File: config.mk
export PLATFORM = sky130hd
export DESIGN_NAME = hazard_ctrl
export DESIGN_NICKNAME = d
export VERILOG_FILES = /design/src/rtl/hazard_ctrl.sv
export SDC_FILE = /design/constraint.sdc
export NUM_CORES = 1
export LEC_CHECK = 0
export BUFFER_PORTS_ARGS = -buffer_cell sky130_fd_sc_hd__buf_4
export CORE_UTILIZATION = 54
export CTS_CLUSTER_SIZE = 16
export DETAILED_ROUTE_END_ITERATION = 8
export GPL_TIMING_DRIVEN = 1
export HOLD_SLACK_MARGIN = 0.08
export PLACE_DENSITY = 0.8
export SYNTH_ARGS = -nofsm -noshare
export SYNTH_HDL_FRONTEND = slang
export SYNTH_SLANG_ARGS = --single-unit
export TNS_END_PERCENT = 30
File: constraint.sdc
create_clock -name i_clk -period 2.55 [get_ports i_clk]
set_input_delay 0.255 -clock i_clk [delete_from_list [all_inputs] [get_ports i_clk]]
set_output_delay 0.255 -clock i_clk [all_outputs]
set_load 0.02 [all_outputs]
File: src/rtl/hazard_ctrl.sv
// Pipeline sequencer for the 5-stage MIPS32 core: load-use stalls, branch flushes, memory-wait
// holds, halt drain and saturating stall/flush performance counters.
module hazard_ctrl #(
  parameter int unsigned DRAIN_CYCLES = 3,
  parameter int unsigned MEM_TIMEOUT  = 64,
  parameter int unsigned CNT_W        = 16
) (
  input  logic             i_clk,
  input  logic             i_rst_n,
  input  logic             i_id_ex_mem_read,
  input  logic [4:0]       i_id_ex_rt,
  input  logic [4:0]       i_if_id_rs,
  input  logic [4:0]       i_if_id_rt,
  input  logic             i_if_id_uses_rt,
  input  logic             i_branch_taken,
  input  logic             i_halt_req,
  input  logic             i_mem_busy,
  output logic             o_pc_write,
  output logic             o_if_id_write,
  output logic             o_if_id_flush,
  output logic             o_id_ex_bubble,
  output logic             o_ex_mem_flush,
  output logic             o_pipe_hold,
  output logic             o_halted,
  output logic             o_mem_timeout,
  output logic [CNT_W-1:0] o_stall_count,
  output logic [CNT_W-1:0] o_flush_count
);

  localparam int unsigned WaitW  = $clog2(MEM_TIMEOUT + 1);
  localparam int unsigned DrainW = $clog2(DRAIN_CYCLES + 1);

  typedef enum logic [2:0] {StRun, StLoadStall, StMemWait, StDrain, StHalted} state_e;

  state_e             r_state, w_state_nxt;
  logic [WaitW-1:0]   r_wait_cnt, w_wait_nxt;
  logic [DrainW-1:0]  r_drain_cnt, w_drain_nxt;
  logic               r_mem_timeout;
  logic [CNT_W-1:0]   r_stall_cnt, r_flush_cnt;
  logic               w_load_use, w_flush_inc, w_timeout_hit;

  assign w_load_use = i_id_ex_mem_read && (i_id_ex_rt != 5'd0) &&
                      ((i_id_ex_rt == i_if_id_rs) ||
                       (i_if_id_uses_rt && (i_id_ex_rt == i_if_id_rt)));

  always_comb begin
    o_pc_write     = 1'b1;
    o_if_id_write  = 1'b1;
    o_if_id_flush  = 1'b0;
    o_id_ex_bubble = 1'b0;
    o_ex_mem_flush = 1'b0;
    o_pipe_hold    = 1'b0;
    o_halted       = 1'b0;
    w_state_nxt    = r_state;
    w_wait_nxt     = r_wait_cnt;
    w_drain_nxt    = r_drain_cnt;
    w_flush_inc    = 1'b0;
    w_timeout_hit  = 1'b0;

    unique case (r_state)
      StRun, StLoadStall, StMemWait: begin
        if (i_mem_busy) begin
          o_pipe_hold   = 1'b1;
          o_pc_write    = 1'b0;
          o_if_id_write = 1'b0;
          w_state_nxt   = StMemWait;
          if (r_state != StMemWait) begin
            w_wait_nxt = WaitW'(1);
          end else if (r_wait_cnt != '1) begin
            w_wait_nxt = r_wait_cnt + WaitW'(1);
          end
          w_timeout_hit = (w_wait_nxt == WaitW'(MEM_TIMEOUT));
        end else begin
          w_wait_nxt  = '0;
          w_state_nxt = StRun;
          if (i_branch_taken) begin
            o_if_id_flush  = 1'b1;
            o_id_ex_bubble = 1'b1;
            o_ex_mem_flush = 1'b1;
            w_flush_inc    = 1'b1;
          end else if (i_halt_req) begin
            o_pc_write     = 1'b0;
            o_if_id_write  = 1'b0;
            o_id_ex_bubble = 1'b1;
            w_state_nxt    = StDrain;
            w_drain_nxt    = DrainW'(1);
          end else if (w_load_use && (r_state != StLoadStall)) begin
            // Masked in LOAD_STALL so a load-use pair costs exactly one bubble.
            o_pc_write     = 1'b0;
            o_if_id_write  = 1'b0;
            o_id_ex_bubble = 1'b1;
            w_state_nxt    = StLoadStall;
          end
        end
      end
      StDrain: begin
        o_pc_write     = 1'b0;
        o_if_id_write  = 1'b0;
        o_id_ex_bubble = 1'b1;
        if (i_mem_busy) begin
          o_pipe_hold = 1'b1;
        end else if (i_branch_taken) begin
          // Older branch taken: the halt was fetched on the wrong path.
          o_pc_write     = 1'b1;
          o_if_id_write  = 1'b1;
          o_if_id_flush  = 1'b1;
          o_ex_mem_flush = 1'b1;
          w_flush_inc    = 1'b1;
          w_state_nxt    = StRun;
          w_drain_nxt    = '0;
        end else if (r_drain_cnt == DrainW'(DRAIN_CYCLES)) begin
          w_state_nxt = StHalted;
        end else begin
          w_drain_nxt = r_drain_cnt + DrainW'(1);
        end
      end
      StHalted: begin
        o_pc_write     = 1'b0;
        o_if_id_write  = 1'b0;
        o_id_ex_bubble = 1'b1;
        o_halted       = 1'b1;
      end
      default: begin
        w_state_nxt = StRun;
      end
    endcase

    if (!i_rst_n) begin
      o_pc_write     = 1'b0;
      o_if_id_write  = 1'b0;
      o_id_ex_bubble = 1'b1;
      o_if_id_flush  = 1'b0;
      o_ex_mem_flush = 1'b0;
      o_pipe_hold    = 1'b0;
      o_halted       = 1'b0;
    end
  end

  always_ff @(posedge i_clk or negedge i_rst_n) begin
    if (!i_rst_n) begin
      r_state       <= StRun;
      r_wait_cnt    <= '0;
      r_drain_cnt   <= '0;
      r_mem_timeout <= 1'b0;
      r_stall_cnt   <= '0;
      r_flush_cnt   <= '0;
    end else begin
      r_state     <= w_state_nxt;
      r_wait_cnt  <= w_wait_nxt;
      r_drain_cnt <= w_drain_nxt;
      if (w_timeout_hit) begin
        r_mem_timeout <= 1'b1;
      end
      if (!o_pc_write && (r_state != StHalted) && (r_stall_cnt != '1)) begin
        r_stall_cnt <= r_stall_cnt + CNT_W'(1);
      end
      if (w_flush_inc && (r_flush_cnt != '1)) begin
        r_flush_cnt <= r_flush_cnt + CNT_W'(1);
      end
    end
  end

  assign o_mem_timeout = r_mem_timeout;
  assign o_stall_count = r_stall_cnt;
  assign o_flush_count = r_flush_cnt;

endmodule

# Word-level counts from Yosys, hierarchy flattened
# Index checks and enable logic that the tools add are counted.
[word_totals]
ff_bits = 45
input_bits = 22
output_inout_bits = 40
word_cells = 91
[op_classes]
add_sub_neg = 4
eq_ne = 20
n_mux = 43
bitwise = 1
reduce_logical = 17
[ops]
columns = ["op", "count"]
rows = [
  ["2-to-1 mux 7 bit", 5],
  ["adder 16 x 1 -> 16 bit (second input constant)", 2],
  ["inequality test 16 bit (second input constant)", 2],
  ["2-to-1 mux 1 bit", 22],
  ["2-to-1 mux 2 bit", 9],
  ["equality test 5 bit", 2],
  ["2-to-1 mux 3 bit", 3],
  ["inequality test 3 bit (second input constant)", 3],
  ["case mux 3 bit (3 select lines)", 1],
  ["inequality test 2 bit (second input constant)", 4],
  ["adder 7 x 1 -> 7 bit (second input constant)", 1],
  ["equality test 7 bit (second input constant)", 1],
  ["logical AND 1 bit", 7],
  ["inequality test 7 bit (second input constant)", 1],
  ["equality test 3 x 2 -> 1 bit (second input constant)", 2],
  ["AND reduction 6 bit", 1],
  ["nonzero test 5 bit", 1],
  ["case mux 2 bit (2 select lines)", 1],
  ["OR reduction 4 bit", 1],
  ["equality test 3 x 1 -> 1 bit (second input constant)", 1],
  ["equality test 3 bit (second input constant)", 1],
  ["logical NOT 3 bit", 1],
  ["inequality test 3 x 1 -> 1 bit (second input constant)", 1],
  ["inequality test 3 x 2 -> 1 bit (second input constant)", 1],
  ["other kinds (11)", 11],
]

# Logic depth before layout (Yosys ltp)
[depth]
ltp_word = 14
ltp_mapped = 8
ltp_nobuf = 7

# Least setup slack after synthesis
# OpenSTA, ideal clock, no wires.
[synth_path]
path_kind = "register -> register"
startpoint = "reg r_stall_cnt[0], in the netlist o_stall_count[0]"
endpoint = "reg r_stall_cnt[10], in the netlist o_stall_count[10]"
setup_time_ps = 138
arrival_ps = 1892
setup_slack_ps = 520
path_stages_with_launch = 9
n_path_buf = 1
synth_period_minus_slack_ps = 2030
path_cell_list = "dfrtp_1 > ha_1 > nand3_1 > or2_1 > nand2b_2 > o21ai_2 > buf_4 > nor4_1 > xor2_1"
[synth_between]
elab_chain_cells = 2
[synth_rtl]
columns = ["item", "line", "source"]
rows = [
  ["start, declared", "39", "logic [CNT_W-1:0] r_stall_cnt, r_flush_cnt;"],
  ["start signal, assigned", "155", "r_stall_cnt <= r_stall_cnt + CNT_W'(1);"],
  ["branches (longest 2 deep; another with adder 16 x 1 -> 16 bit)", "--", ""],
]
# Several ways; the timed one is not identified.
# A chain may end at the register's enable or synchronous reset.

# Worst setup path in the final report
[layout_path]
startpoint = "reg r_state[2]"
endpoint = "out o_if_id_write"
[layout_between]
elab_chain_cells = 8
[layout_rtl]
columns = ["item", "line", "source"]
rows = [
  ["start, declared", "35", "state_e r_state, w_state_nxt;"],
  ["start signal, assigned", "141", "r_state <= StRun;"],
  ["start signal, assigned", "148", "r_state <= w_state_nxt;"],
  ["inequality test 3 x 1 -> 1 bit", "87", "end else if (w_load_use && (r_state != StLoadStall)) begin"],
  ["logical AND 1 bit", "87", ""],
  ["2-to-1 mux 1 bit", "87", ""],
  ["2-to-1 mux 1 bit", "81", "end else if (i_halt_req) begin"],
  ["2-to-1 mux 1 bit", "76", "if (i_branch_taken) begin"],
  ["2-to-1 mux 1 bit", "62", "if (i_mem_busy) begin"],
  ["case mux 1 bit (3 select lines) (*)", "60", "unique case (r_state)"],
  ["2-to-1 mux 1 bit (*)", "128", "if (!i_rst_n) begin"],
  ["end, declared", "19", "output logic o_if_id_write,"],
]
# Every way passes the cells marked *; elsewhere a longest branch is shown, timed or not.

==> out/metrics.yaml <==
power.total_mw: 2.568
cts.sinks: 45
htree_levels: 2
synth_area_um2: 2606
critPathBufInv: 1
clock_power_share_pct: 18.0
cts_inserted_buffers: 5
cp_slowest_cell: "dfrtp_1"
power.internal_mw: 1.566
p_leak_nw: 1.417
layout_common_cells: "63 x buf_4, 45 x dfrtp_1, 30 x nand2_1"
switching_share_pct: 39.01
post-route-min-period_ns: 2.361
place_ws_ns: 0.3965
viasPerCell: 5.659
yosysSeqAreaShare_pct: 43.21
cts_setup_buffers: 0
start_util_pct: 57.86
hold_viol: 0
drc: 0
hpwl_mm: 3.973
drt_iter0_drc: 93
row_count: 24
fin_setup_tns_ns: 0
post-route-period-util_pct: 92.60
async_reset_ff_share_pct: 100.0
syn_to_final_growth_pct: 21.99
hold_buffers: 1
ir_worst_vdd_uv: 522.3
grt_util_all_layers_pct: 22.46
p_seq_share_pct: 43.3
post_cts_resized: 0
cp.required_ns: 2.30
fmax_mhz: 423.5
core-area_um2: 4504
tightest_slew_ns: 0.5881
final_nets: 351
yosysWarningCount: 0
cts-root-buf: "clkbuf_8"
antenna_left: 0
max_stage_delay_ns: 0.54
io_pins: 62
grt_pass1_wl_mm: 9.039
routed_wl_mm: 5.272
cts_tree: "yes"
worst_slack_ns: 0.1886
syn_inst: 265
slew_headroom_pct: 60.79
gp_congestion: 0.8250
start_kind: "flip-flop"
antenna_found_initial: 0
via_count: 2139
hold_start: "i_branch_taken"
power.switching_mw: 1.002
crit_chain: "nand2_1 -> o311ai_4 -> a31oi_4 -> buf_4"
numPortBuffers: 61
cp-startpoint: "r_state[2]"
max-clock-path-buffers: 2
overflow: 0
drive_above_1_share_pct: 28.83
fillCellCount: 355
status: "completed"
syn_nets: 291
critical_path.max_fanout: 17
max_cap_viol_count: 0
grt_pass1_vias: 2082
grt_max_degree: 30
clk_latency_ns: 0.30
rr_startpoint: "o_stall_count[0]"
final_max_slew_viol_count: 0
die_y_um: 71.47
hp-class: "input port to flip-flop"
rsz0062_at_grt: "no"
synth_ff_type: "dfrtp_1"
wl_per_cell_um: 13.95
layout_commonest_cell: "buf_4"
drt_pass1_iterations: 4
ys_ff_latch: 45
arrival_ns: 2.11
power.density_nw_per_um2: 807.7
synth-edff-count: 0
cts.clk_slew.worst_paths_ns: 0.09
cpLargestDelayFamily: "compound AO/OA/AOI/OAI gates"
clock_skew_ns: 0.006570
setup_viol: 0
cp-end-kind: "primary output"
die_area_um2: 5108
synth.avg_cell_area_um2: 9.835
yosysUniqueCellTypes: 52
worstSetupPathType: "flip-flop to primary output"
die_w_um: 71.47
comb_power_share_pct: 38.6
diodes: 0
final timing paths:
| path | cells past startpoint | endpoint | slack [ns] |
|---|---|---|---|
| hold / removal | 2 | r_drain_cnt[1] | 0.24 |
| hold reg to reg | 1 | o_mem_timeout | 0.49 |
| setup / recovery | 4 | o_if_id_write | 0.19 |
| max in group asynchronous | 3 | r_wait_cnt[0] | 1.51 |
| setup reg to reg | 8 | o_stall_count[11] | 0.37 |
| min in group asynchronous | 2 | r_state[2] | 0.38 |
registers in the layout (all words and copies together), names as in the netlist:
register       flops
o_mem_timeout      1
o_flush_count     16
r_wait_cnt         7
r_drain_cnt        2
r_state            3
o_stall_count     16
cell usage after synthesis, drive strengths merged (5+ instances only):
| cell | instances | area share [%] |
|---|---|---|
| xnor2 | 22 | 7.4 |
| buf | 9 | 2.4 |
| a21oi | 11 | 2.3 |
| nand2 | 30 | 4.3 |
| o21ai | 10 | 2.1 |
| and3 | 5 | 1.4 |
| nor3b | 6 | 2.5 |
| dfrtp | 45 | 43 |
| nor2 | 23 | 3.4 |
| xor2 | 19 | 6.4 |
| nor4 | 6 | 1.4 |
| nor3 | 12 | 3.6 |
| nand4 | 8 | 2.2 |
| nand3 | 12 | 2.3 |
per-layer routing:
layer  share of wire [%]  up-vias  global-route usage (%)  wire, um
met5                   0        -                       0         0
met4                 1.4        0                   8.497        75
met3                 3.4        9                   4.360       178
met2                  51       46                   39.79      2665
met1                  45     1044                   27.18      2352
li1                    -     1040                       -         -
power by group through the flow:
stage / clock, mW / combinational, mW / sequential [mW]
final: 0.463 / 0.992 / 1.11
after global routing: 0.502 / 1.07 / 1.15
after CTS: 0.473 / 1.00 / 1.11
after detailed placement: 0 / 0.996 / 1.12
after global placement: 0 / 0.968 / 1.12
after floorplan: 0 / 0.445 / 1.26
metrics by stage:
step | utilization, % | area (um2) | hold slack [ns] | cells
3_3_place_gp | 68.22 | 3073 | 0.1586 | 369
5_1_grt | 70.58 | 3179 | 0.2394 | 378
3_5_place_dp | 68.22 | 3073 | 0.1592 | 369
4_1_cts | 70.58 | 3179 | 0.2290 | 378
2_1_floorplan | - | 2606 | -0.04059 | 265
6_report | 70.58 | 3179 | 0.2413 | 378
cell families (layout without fill, tap and decap cells):
logic type / after synthesis / in the layout / synth area share, %
adder cells (fa/ha/maj): 4 / 4 / 1.920
AO/OA/AOI/OAI: 40 / 40 / 11.33
AND/OR/NAND/NOR: 117 / 117 / 25.20
flip-flops: 45 / 45 / 43.21
XOR/XNOR: 41 / 41 / 13.78
multiplexers: 3 / 3 / 1.248
buffers and inverters: 15 / 76 / 3.312
cell type report:
class	instances	area (um2)	area share (%)
well taps	52	65.06	2.046
repair buffers	64	483.0	15.19
clock buffers	6	82.58	2.597
flip-flops and latches	45	1126	35.42
inverters	4	15.01	0.4723
multi-input cells	205	1394	43.84
clock inverters	2	13.76	0.4329
No activity file was read; power rests on OpenSTA's default activity.
